## src/rtl/reg_skid_stage_pkg.sv

```systemverilog
// Shared definitions for the elastic skid stage: occupancy encodings and defaults.
package reg_skid_stage_pkg;

    localparam int DP_DATAWIDTH_DEFAULT = 64;

    localparam logic [1:0] ST_EMPTY = 2'd0;
    localparam logic [1:0] ST_BUSY  = 2'd1;
    localparam logic [1:0] ST_FULL  = 2'd2;

    // Storage slot indices; slot 0 drives out_data, slot 1 catches a word during a stall.
    localparam int IDX_MAIN = 0;
    localparam int IDX_SKID = 1;

endpackage

```

## src/rtl/reg_skid_stage_reg_en.sv

```systemverilog
// Plain datapath register with load enable; clears to zero on reset.
module reg_en #(
    parameter int DATAWIDTH = 64
) (
    input  logic                 Clk,
    input  logic                 Rst,
    input  logic                 en,
    input  logic [DATAWIDTH-1:0] d,
    output logic [DATAWIDTH-1:0] q
);

    always_ff @(posedge Clk or negedge Rst) begin
        if (!Rst) begin
            q <= '0;
        end else if (en) begin
            q <= d;
        end
    end

endmodule

```

## src/rtl/reg_skid_stage.sv

```systemverilog
// Valid/ready pipeline stage with a two-word skid buffer; in_ready depends only on
// registered state so out_ready never reaches it combinationally.
module reg_skid_stage
    import reg_skid_stage_pkg::*;
#(
    parameter int DATAWIDTH = DP_DATAWIDTH_DEFAULT
) (
    input  logic                 Clk,
    input  logic                 Rst,
    input  logic [DATAWIDTH-1:0] in_data,
    input  logic                 in_valid,
    output logic                 in_ready,
    output logic [DATAWIDTH-1:0] out_data,
    output logic                 out_valid,
    input  logic                 out_ready,
    output logic [1:0]           level
);

    logic [1:0]           state_reg;
    logic [1:0]           state_next;
    logic                 reg_load [2];
    logic [DATAWIDTH-1:0] reg_d    [2];
    logic [DATAWIDTH-1:0] reg_q    [2];
    logic                 acc_in;
    logic                 acc_out;

    genvar gi;
    generate
        for (gi = 0; gi < 2; gi++) begin : g_store
            reg_en #(.DATAWIDTH(DATAWIDTH)) u_reg (
                .Clk (Clk),
                .Rst (Rst),
                .en  (reg_load[gi]),
                .d   (reg_d[gi]),
                .q   (reg_q[gi])
            );
        end
    endgenerate

    // The illegal encoding 3 decodes as not valid and empties on the next edge.
    assign out_valid = (state_reg == ST_BUSY) || (state_reg == ST_FULL);
    assign in_ready  = (state_reg != ST_FULL) && Rst;
    assign level     = out_valid ? state_reg : ST_EMPTY;
    assign out_data  = reg_q[IDX_MAIN];

    assign acc_in  = in_valid & in_ready;
    assign acc_out = out_valid & out_ready;

    // Main refills from the skid slot when draining FULL, otherwise from upstream.
    assign reg_d[IDX_MAIN] = (state_reg == ST_FULL) ? reg_q[IDX_SKID] : in_data;
    assign reg_d[IDX_SKID] = in_data;

    always_comb begin
        state_next         = state_reg;
        reg_load[IDX_MAIN] = 1'b0;
        reg_load[IDX_SKID] = 1'b0;
        case (state_reg)
            ST_EMPTY: begin
                if (acc_in) begin
                    reg_load[IDX_MAIN] = 1'b1;
                    state_next         = ST_BUSY;
                end
            end
            ST_BUSY: begin
                if (acc_in && acc_out) begin
                    reg_load[IDX_MAIN] = 1'b1;
                end else if (acc_in) begin
                    reg_load[IDX_SKID] = 1'b1;
                    state_next         = ST_FULL;
                end else if (acc_out) begin
                    state_next         = ST_EMPTY;
                end
            end
            ST_FULL: begin
                if (acc_out) begin
                    reg_load[IDX_MAIN] = 1'b1;
                    state_next         = ST_BUSY;
                end
            end
            default: begin
                state_next = ST_EMPTY;
            end
        endcase
    end

    always_ff @(posedge Clk or negedge Rst) begin
        if (!Rst) begin
            state_reg <= ST_EMPTY;
        end else begin
            state_reg <= state_next;
        end
    end

endmodule

```

## config.mk

```make
export PLATFORM = sky130hd
export DESIGN_NAME = reg_skid_stage
export DESIGN_NICKNAME = d
export VERILOG_FILES = /design/src/rtl/reg_skid_stage_pkg.sv /design/src/rtl/reg_skid_stage_reg_en.sv /design/src/rtl/reg_skid_stage.sv
export SDC_FILE = /design/constraint.sdc
export NUM_CORES = 1
export LEC_CHECK = 0
export BUFFER_PORTS_ARGS = -buffer_cell sky130_fd_sc_hd__buf_2
export CAP_MARGIN = 25
export CORE_AREA = 2 2 123 125
export CTS_BUF_LIST = sky130_fd_sc_hd__clkbuf_16
export CTS_CLUSTER_SIZE = 14
export DETAILED_ROUTE_END_ITERATION = 8
export DIE_AREA = 0 0 125 127
export PLACE_DENSITY = 0.7
export SKIP_CTS_REPAIR_TIMING = 1
export SLEW_MARGIN = 20
export SYNTH_ARGS = -nofsm -noshare
export SYNTH_HDL_FRONTEND = slang
export SYNTH_HIERARCHICAL = 1
export SYNTH_SLANG_ARGS = --single-unit
```

## constraint.sdc

```tcl
create_clock -name Clk -period 2.1 [get_ports Clk]
set_input_delay 0.315 -clock Clk [delete_from_list [all_inputs] [get_ports Clk]]
set_output_delay 0.315 -clock Clk [all_outputs]
set_load 0.02 [all_outputs]
```

After elaboration in Yosys (flattened, before gate mapping)

Index checks and enable logic that the tools add are counted.

$add $sub $neg: 0
$mul: 0
Div/mod/pow operators: 0
$lt $le $gt $ge: 0
Equal/unequal tests: 7
Shift-type cells: 0
Muxes and demuxes: 14
Bitwise logic cells: 2
Reduce and logical (&&, ||, !) cells: 5

Operators with widths:

| operator                                      | count |
|---|---|
| two-way mux 64 bit                            | 1 |
| two-way mux 2 bit                             | 6 |
| != test 2 bit, second input constant          | 4 |
| one-hot mux 2 bit (3 select lines)            | 1 |
| two-way mux 1 bit                             | 5 |
| AND reduction 4 bit                           | 1 |
| != test 3 bit, second input constant          | 1 |
| one-hot mux 1 bit (3 select lines)            | 1 |
| bitwise AND 1 bit                             | 2 |
| == test 2 x 1 -> 1 bit, second input constant | 1 |
| == test 2 bit, second input constant          | 1 |
| logical AND 1 bit                             | 2 |
| logical NOT 2 bit                             | 1 |
| logical OR 1 bit                              | 1 |

Bits in registers: 130
Bits in latches: 0
RAM bits: 0
Bits in read-only memories: 0
Output and inout bits: 68
Word-level logic and storage cells: 31
Memories: 0

Longest topological paths before layout

Depth after elaboration: 7
Mapped depth: 9

Modules after synthesis

Netlist, hierarchy kept.

Modules (own cells, without submodules):

| module         | instances | cells an instance | area each (µm²) |
|---|---|---|---|
| reg_en         | 2         | 135               | 2678.8 |
| reg_skid_stage | 1         | 98                | 1022.2 |

Worst setup path before layout

OpenSTA, ideal clock, no wires.

Kind: flip-flop to flip-flop
From: register state_reg[0]
To: register g_store[1].u_reg.q[10]
Arrival: 1.918 ns
Data required time: 1.975 ns
Slack: 0.057 ns
Cell stages (with the launch flop): 9
Path buffers: 2
Clock period less this slack: 2.043 ns
Cell sequence: dfrtp_1 > inv_1 > ha_1 > nor2b_2 > and2_4 > and3_2 > buf_6 > buf_12 > mux2_4

RTL lines:

| item                   | line                        | source |
|---|---|---|
| from (decl)            | reg_skid_stage.sv:19        | `logic [1:0] state_reg;` |
| from (signal assigned) | reg_skid_stage.sv:90        | `state_reg <= state_next;` |
| to (signal assigned)   | reg_skid_stage_reg_en.sv:14 | `q <= '0;` |
| to (signal assigned)   | reg_skid_stage_reg_en.sv:16 | `q <= d;` |
| to (decl)              | reg_skid_stage_reg_en.sv:9  | `output logic [DATAWIDTH-1:0] q` |

==> run_results.csv <==
group,metric,value,unit
setup_path,cp_cell_sequence,"inv_1, ha_4, a31oi_1, nor2_2, a21oi_2, nor2_4, buf_12, buf_16, mux2_2",
setup_path,critPathLaunchType,"flip-flop",
cells_and_area,largest_register_ffs,128,
synthesis,ys_top_cells_by_area,"dfrtp_1 (51%), mux2_4 (28%), mux2_2 (13%)",
placement,place.gp.congestion,0.717,
sta,hold_viol_final,0,
setup_path,reg2reg_slack,0.07,ns
sta,drv_slew,0,
floorplanning,die_w,125,um
detailed_routing,drc,0,
setup_path,reg2reg_depth,9,
detailed_routing,routedWlPerCell,18.0,um
setup_path,endpoint_kind,"flip-flop",
grt,antenna_found_initial,0,
sta,setup_viol,0,
power,power_leakage,3.75,nW
grt,grt_usage,16.6,%
setup_path,worstPathArrival,2.33,ns
cells_and_area,fin_cells,719,
floorplanning,start_util,44.2,%
cells_and_area,fillerInstances,1188,
placement,dp.final_hpwl,8170,um
setup_path,worst-path-max-fanout,16,
grt,grt_pass1_wl,20900,um
cells_and_area,layout_common_cells,"buf_2 (134), dfrtp_1 (129), mux2_4 (120), mux2_2 (72), clkbuf_16 (19)",
placement,io_buffer_count,135,
grt,grt_max_degree,129,
synthesis,synthArstFlopShare,100,%
synthesis,synth_edf_count,0,
synthesis,synth_top_area_share,51.0,%
synthesis,syn_nets,442,
detailed_routing,routed_wl,13000,um
synthesis,syn_inst,368,
detailed_routing,drt-initial-drc-count,153,
synthesis,yosysSeqAreaShare,51.0,%
sta,hold_ws,0.144,ns
floorplanning,io_pins,136,
setup_path,crit_required,2.40,ns
synthesis,synth_cell_types,24,
synthesis,syn_area_per_cell,17.3,um^2
sta,slew_headroom,55.1,%
sta,max_freq,494,MHz
cells_and_area,syn_to_final_growth,25.0,%
clock_network,clock_sinks,130,
hold_path,worstHoldPathCells,2,
clock_network,clockRootBuffer,"clkbuf_16",
detailed_routing,postRouteAntennaNets,0,
synthesis,ys_ff_latch,130,
job,maxCapViolations,0,
power,powerDensity,1730,nW/um^2
floorplanning,die_y,127,um
synthesis,yosysWarnings,6,
detailed_routing,viasPerCell,5.00,
outcome,outcome,"finished, final reports clean",
setup_path,crit-reg2reg-capture,"g_store[0].u_reg/q[1]",
detailed_routing,drt_pass1_iterations,5,
clock_network,cts_tree,"yes",
floorplanning,core_area,14400,um^2
clock_network,clock_latency,0.41,ns
synthesis,yosys.area.top_type,"dfrtp_1",
setup_path,critical_path_class,"reg -> reg",
hold_path,min_from,"in_data[36]",
synthesis,syn_area,6380,um^2
setup_path,slowest_delay,0.43,ns
placement,numPlacedInstances,679,
hold_path,holdPathEnd,"g_store[1].u_reg/q[36]",
sta,rsz0062_at_grt,"false",
grt,grt_pass1_vias,3979,
sta,fin_skew,0.00380,ns
sta,setup_tns,0,ns
floorplanning,fp-row-count,44,
cells_and_area,antenna_cells,0,
clock_network,clock_path_buffers,2,
cells_and_area,fin_nets,596,
sta,worst_slew_pin_slew,0.674,ns
clock_network,clk_pin_slew,0.06,ns
cells_and_area,drive_gt1_share,72.7,%
synthesis,synthFlopType,"dfrtp_1",
power,ir_worst_vdd,706,uV
grt,grt.overflow.total,0,
sta,period_minus_slack,2.03,ns
setup_path,r2r-start,"state_reg[1]",
setup_path,critPathSlowestCell,"dfrtp_2",
hold_path,min_path_type,"in -> reg",
cells_and_area,layout.cells.most_common,"buf_2",
clock_network,cts_made_buffers,17,
detailed_routing,vias,3592,
sta,fin_crit_sh,96.5,%
clock_network,cts_max_level,4,
floorplanning,die_area,15900,um^2
-- worst max-delay path by stage --
stage | start | endpoint | slack, ns | depth (start not counted)
final | state_reg[1] | g_store[0].u_reg/q[1] | 0.07 | 9
after global placement | state_reg[0] | g_store[0].u_reg/q[1] | 0.09 | 8
after CTS | state_reg[0] | g_store[0].u_reg/q[1] | -0.04 | 8
after detailed placement | state_reg[0] | g_store[0].u_reg/q[1] | -0.03 | 8
after floorplan | state_reg[0] | g_store[1].u_reg/q[10] | 0.06 | 8
after global routing | state_reg[0] | g_store[0].u_reg/q[63] | 0.01 | 9
-- cell families (layout without fill, tap and decap cells) --
group / count (synthesis) / count (layout) / share of synthesized area [%]
muxes: 193 / 193 / 41.1
and+or+nand+nor: 8 / 8 / 0.804
DFF: 130 / 130 / 51.0
xor gates and xnor gates: 1 / 1 / 0.137
buffers and inverters: 23 / 190 / 4.98
AOI/OAI and AO/OA: 6 / 6 / 0.628
adders and majority gates: 7 / 7 / 1.35
-- stage by stage --
stage               area [um^2]  utilization (%)  worst slack [ns]  total power [mW]
global route               7970             55.3            0.0121              14.5
finish                     7970             55.3            0.0745              13.8
floorplan                  6380                -            0.0566              8.99
detailed placement         7160             49.7           -0.0337              10.3
CTS                        7800             54.1           -0.0414              13.6
global placement           7160             49.7            0.0880              10.1
-- worst max-delay path, delay by kind of cell (launching register included) --
kind	cells	cell delay (ns)
DFF	1	0.43
and+or+nand+nor	2	0.26
buffers and inverters	3	0.45
muxes	1	0.34
AOI/OAI and AO/OA	2	0.14
adders and majority gates	1	0.29
-- metal layers --
metal | vias to the layer above | wire length (um) | global-route usage (%)
met4 | 0 | 228 | 5.88
met2 | 99 | 6190 | 26.3
met5 | - | 0 | 0
met3 | 16 | 620 | 5.11
li1 | 1620 | - | -
met1 | 1857 | 5930 | 21.8
-- report_power, final --
part / internal, mW / switching [mW] / total, mW
sequential: 3.82 / 0.730 / 4.55
clock: 2.09 / 1.11 / 3.21
combinational: 3.45 / 2.57 / 6.02
total: 9.36 / 4.41 / 13.8
-- synthesized netlist by cell type, types with 2 or more instances --
cell and n:
nor2_1 2, a21oi_1 2, buf_12 12, mux2_4 120
mux2_2 72, buf_4 5, buf_2 2, buf_6 2
ha_1 6, dfrtp_1 130, inv_1 2
-- final cells by class --
type | instances | area [um^2] | area share, %
inverter | 2 | 7.51 | 0.0941
clock buffer | 17 | 425 | 5.34
timing repair buffer | 156 | 988 | 12.4
tap | 184 | 230 | 2.89
clock inverter | 15 | 214 | 2.68
multi-input combinational | 215 | 2850 | 35.8
sequential | 130 | 3250 | 40.8
Note: power is estimated with default switching activity, not from simulation.
